[config.mk]
export PLATFORM = sky130hd
export DESIGN_NAME = wb_regfile
export DESIGN_NICKNAME = d
export VERILOG_FILES = /design/src/rtl/wb_regfile.sv
export SDC_FILE = /design/constraint.sdc
export NUM_CORES = 1
export LEC_CHECK = 0
export CAP_MARGIN = 20
export CORE_ASPECT_RATIO = 0.75
export CORE_MARGIN = 2
export CORE_UTILIZATION = 45
export CTS_CLUSTER_SIZE = 8
export DETAILED_ROUTE_END_ITERATION = 7
export GPL_TIMING_DRIVEN = 1
export PLACE_DENSITY = 0.71
export REMOVE_ABC_BUFFERS = 1
export SKIP_LAST_GASP = 1
export SLEW_MARGIN = 20
export SYNTH_ARGS = -nofsm -noshare
export SYNTH_HDL_FRONTEND = slang
export SYNTH_SLANG_ARGS = --single-unit
[constraint.sdc]
create_clock -name clock -period 4.7 [get_ports clock]
set_input_delay 1.175 -clock clock [delete_from_list [all_inputs] [get_ports clock]]
set_output_delay 1.175 -clock clock [all_outputs]
set_load 0.05 [all_outputs]
[src/rtl/wb_regfile.sv]
// 16x16 register file with pending bits for late results arriving through a fill port.
// Reads are combinational and bypass same-cycle write-backs, fills and pending-marks.
module wb_regfile (
   input  logic        clock,
   input  logic        reset,
   input  logic        wr_en,
   input  logic [3:0]  dst,
   input  logic [15:0] wb_data,
   input  logic        wb_datav,
   input  logic        fill_valid,
   input  logic [3:0]  fill_dst,
   input  logic [15:0] fill_data,
   output logic        fill_ready,
   input  logic [3:0]  rd_adrs_a,
   input  logic [3:0]  rd_adrs_b,
   output logic [15:0] rd_data_a,
   output logic [15:0] rd_data_b,
   output logic        rd_pend_a,
   output logic        rd_pend_b,
   output logic        stall,
   output logic [15:0] commit_cnt
);

   logic [15:0] r_regs [16];
   logic [15:0] r_pend;
   logic [15:0] r_cnt;

   logic        w_wr_data;
   logic        w_wr_cnt;
   logic        w_mark;
   logic        w_fill_eff;
   logic [1:0]  w_inc;
   logic [16:0] w_sum;
   logic [3:0]  w_adrs  [2];
   logic [15:0] w_rdata [2];
   logic        w_rpend [2];

   assign fill_ready = ~reset & ~(wr_en & wb_datav);
   assign w_wr_data  = wr_en & wb_datav & ~reset;
   assign w_wr_cnt   = w_wr_data & (dst != 4'd0);
   assign w_mark     = wr_en & ~wb_datav & ~reset & (dst != 4'd0);
   // r_pend[0] never leaves 0, so fills to R0 are always dropped here
   assign w_fill_eff = fill_valid & fill_ready & r_pend[fill_dst];
   assign w_inc      = {1'b0, w_wr_cnt} + {1'b0, w_fill_eff};
   assign w_sum      = {1'b0, r_cnt} + 17'(w_inc);

   assign w_adrs[0] = rd_adrs_a;
   assign w_adrs[1] = rd_adrs_b;

   // Bypass priority: data write, then fill, with a same-cycle mark forcing pend back to 1
   always_comb begin
      for (int unsigned p = 0; p < 2; p++) begin
         w_rdata[p] = r_regs[w_adrs[p]];
         w_rpend[p] = r_pend[w_adrs[p]];
         if (w_adrs[p] == 4'd0) begin
            w_rdata[p] = '0;
            w_rpend[p] = 1'b0;
         end else if (w_wr_data && (dst == w_adrs[p])) begin
            w_rdata[p] = wb_data;
            w_rpend[p] = 1'b0;
         end else begin
            if (w_fill_eff && (fill_dst == w_adrs[p])) begin
               w_rdata[p] = fill_data;
               w_rpend[p] = 1'b0;
            end
            if (w_mark && (dst == w_adrs[p]))
               w_rpend[p] = 1'b1;
         end
      end
   end

   assign rd_data_a  = w_rdata[0];
   assign rd_data_b  = w_rdata[1];
   assign rd_pend_a  = w_rpend[0];
   assign rd_pend_b  = w_rpend[1];
   assign stall      = w_rpend[0] | w_rpend[1];
   assign commit_cnt = r_cnt;

   always_ff @(posedge clock) begin
      if (reset) begin
         r_regs <= '{default: '0};
         r_pend <= '0;
         r_cnt  <= '0;
      end else begin
         for (int unsigned i = 1; i < 16; i++) begin
            if (w_wr_data && (dst == 4'(i))) begin
               r_regs[i] <= wb_data;
               r_pend[i] <= 1'b0;
            end else begin
               if (w_fill_eff && (fill_dst == 4'(i))) begin
                  r_regs[i] <= fill_data;
                  r_pend[i] <= 1'b0;
               end
               if (w_mark && (dst == 4'(i)))
                  r_pend[i] <= 1'b1;
            end
         end
         r_cnt <= w_sum[16] ? '1 : w_sum[15:0];
      end
   end

endmodule

==> summary.md <==
| Metric | Value |
|---|---|
| Status | `finished clean` |
| CTS tree | `yes` |
| H-tree depth reported by CTS | `2` |
| Ports | `105` |
| Initial Util | `45.91%` |
| Dominant synthesized flop cell | `dfxtp_1` |
| CP max-delay cell | `clkdlybuf4s50_1` |
| Post-synthesis sequential area ratio | `30.71%` |
| Share of layout cells above drive strength 1 | `24.18%` |
| Die area | `0.04087 mm2` |
| Remaining global-route overflow | `0` |
| Crit path DAT | `3.46 ns` |
| Average wire per standard cell | `27.53 um` |
| Library cells used by synthesis | `60` |
| Rows | `62` |
| Final Hold Viols | `0` |
| Post-synth EDFFs | `0` |
| Synthesized area | `0.01766 mm2` |
| Cells after Synth | `1833` |
| Worst-margin pin slew | `0.9700 ns` |
| Flops & latches, synth | `271` |
| Iter 0 DRT Violations | `2521` |
| CTS Buf Count | `39` |
| RSZ-0062 raised after global routing | `true` |
| Worst skew pair latency | `0.56 ns` |
| Crit path time final | `4.640 ns` |
| Most numerous cell in the Yosys netlist | `dfxtp_1` |
| Crit start category | `input port` |
| Area grow syn2layout | `22.23%` |
| Warnings from Yosys | `0` |
| Yosys top cell by area | `dfxtp_1` |
| Clock sink total | `271` |
| Worst Path Max Fanout | `15` |
| DP HPWL | `43710 um` |
| First-pass GRT wire length | `101000 um` |
| Fmax achieved | `215.5 MHz` |
| GR Util All Layers | `32.58%` |
| Top cell type's share of synthesized area | `30.71%` |
| Post-route DRC | `0` |
| Vias in the first global route | `16259` |
| Critical path type | `in2out` |
| Clk buf depth | `3` |
| Clk slew on worst S/H paths | `0.05 ns` |
| Vias per inst | `6.807` |
| Count of input and output buffers | `104` |
| Largest net degree at the start of global routing | `198` |
| Fillcell total | `3278` |
| Initial antenna violation count | `1` |
| Synth top cells by count | `dfxtp_1 (271), nor2_1 (268), mux2i_1 (262)` |
| Core Area | `0.03848 mm2` |
| Final Setup Violations | `0` |
| Synth top area cells | `dfxtp_1 (31%), mux4_2 (16%), mux2i_1 (15%)` |
| Root buffer cell | `clkbuf_16` |
| FF/Latch Area | `0.005425 mm2` |
| Core Util, Final | `56.11%` |
| Critical-path cell list | `clkdlybuf4s50_1 > buf_4 > buf_6 > xnor2_1 > nand4_1 > or3_1 > a32oi_1 > o22ai_1 > buf_4` |
| Fin Clk Skew | `0.02952 ns` |
| Multi-input logic area | `0.01127 mm2` |
| Critical path's largest stage delay | `0.54 ns` |
| Static Leak | `0.008091 uW` |
| CP most frequent cell | `buf_4` |
| Antenna-violating nets left | `0` |
| Final RePlAce weighted congestion | `0.9522` |
| Fin nets | `1980` |
| Die width | `232.8 um` |
| # hold bufs at CTS | `0` |
| Power per Cell Area | `265.7 mW/mm2` |
| Share of flip-flops with an asynchronous set or reset | `0%` |
| Total number of vias | `16608` |
| Fin. max-slew vios | `0` |
| Die H | `175.6 um` |
| Area after DPL | `0.02041 mm2` |
| Critical Path End Type | `output pin` |
| Mean Syn Cell Area | `9.637 um2` |
| Post-Route WL | `67170 um` |
| DR pass1 iterations | `5` |
| Period utilization | `98.71%` |
| Max_cap viols | `0` |
| Critical Path RT | `3.52 ns` |
| Design area | `0.02159 mm2` |
| Max IR drop VDD | `254.4 uV` |
| Hold WC Path Type | `reg2reg` |
| Worst rel slew slack | `35.33%` |
## state kept, by name (all words and copies together), names as in the netlist
signal,cells
commit_cnt,16
r_regs,240
r_pend,15
## report_power, final
group / leakage [uW] / switching (uW) / internal, uW
clock: 0.000505 / 1060 / 1470
sequential: 0.00219 / 17.6 / 2320
combinational: 0.00540 / 512 / 347
total: 0.00809 / 1590 / 4140
## kinds of logic after synthesis
logic type,count (synthesis),share of synthesized area (%)
adders and majority gates,2,0.1842
xor gates and xnor gates,28,1.388
buffers and inverters,266,6.467
AOI/OAI and AO/OA,446,18.44
muxes,419,32.70
and+or+nand+nor,401,10.11
DFF,271,30.71
## final timing paths
kind / start / endpoint / slack (ns) / cells after the start
max: fill_dst[0] / stall / 0.06 / 9
min reg2reg: r_regs[26] / r_regs[26] / 0.51 / 2
min: r_regs[26] / r_regs[26] / 0.51 / 2
max reg2reg: r_pend[9] / commit_cnt[3] / 1.35 / 15
## layout make-up
cell class / count / area share, %
multi-input cells: 1296 / 52.21
flip-flops and latches: 271 / 25.13
repair buffers: 293 / 14.48
clock buffers: 40 / 4.538
well taps: 512 / 2.967
inverters: 24 / 0.4288
clock inverters: 3 / 0.2434
diodes: 1 / 0.01159
## worst max-delay path, delay by kind of cell
kind	cells	cell delay (ns)
buffers and inverters	4	1.09
AND/OR/NAND/NOR	2	0.66
AO/OA/AOI/OAI	2	0.38
XOR/XNOR	1	0.15
## cells in the final DEF, fill, tap and decap left out, drive strengths merged, types with 3 or more instances in the layout
cell and n:
buf 230, mux2 34, o21ai 36, and4 3, nand2 20, a2bb2oi 7, inv 25, nor2 268
a22o 17, xnor2 14, a31o 3, and3 3, clkdlybuf4s50 59, a41o 3, nor3 18, dfxtp 271
a221oi 18, xor2 14, o41ai 5, or3 6, a21oi 53, nand3 33, nand2b 7, nand4 6
nand3b 4, nor4 4, o31ai 21, mux4 123, o221ai 4, mux2i 262, o32ai 6, clkbuf 42
a211oi 251, a31oi 15, and2 6, nor2b 13
## repair_timing
action                     CTS  global route
gates resized for setup     13             7
setup endpoints to repair   33            23
pin swaps                    4             4
gates cloned                 1             0
setup buffers                5             1
## metrics by stage
step                      cells  hold slack (ns)   TNS (ns)  total power (uW)  worst slack [ns]
after global placement     2389           0.4928     -7.040              3202           -0.2753
final                      2440           0.5114          0              5736           0.06040
after global routing       2439           0.5288  -0.008879              5874         -0.008879
after detailed placement   2389           0.5048     -10.01              3217           -0.3341
after CTS                  2438           0.5106          0              5724          0.003175
after floorplan            1591           0.4748     -58.16              2698            -1.194
## metal layers
metal,vias to the layer above,part of all wire [%],track usage (%)
met3,218,13,8.506
met4,0,4.3,13.83
met2,1214,44,49.05
met1,8069,40,44.26
li1,7107,-,-
met5,-,0,0
(Power assumes the default switching activity.)
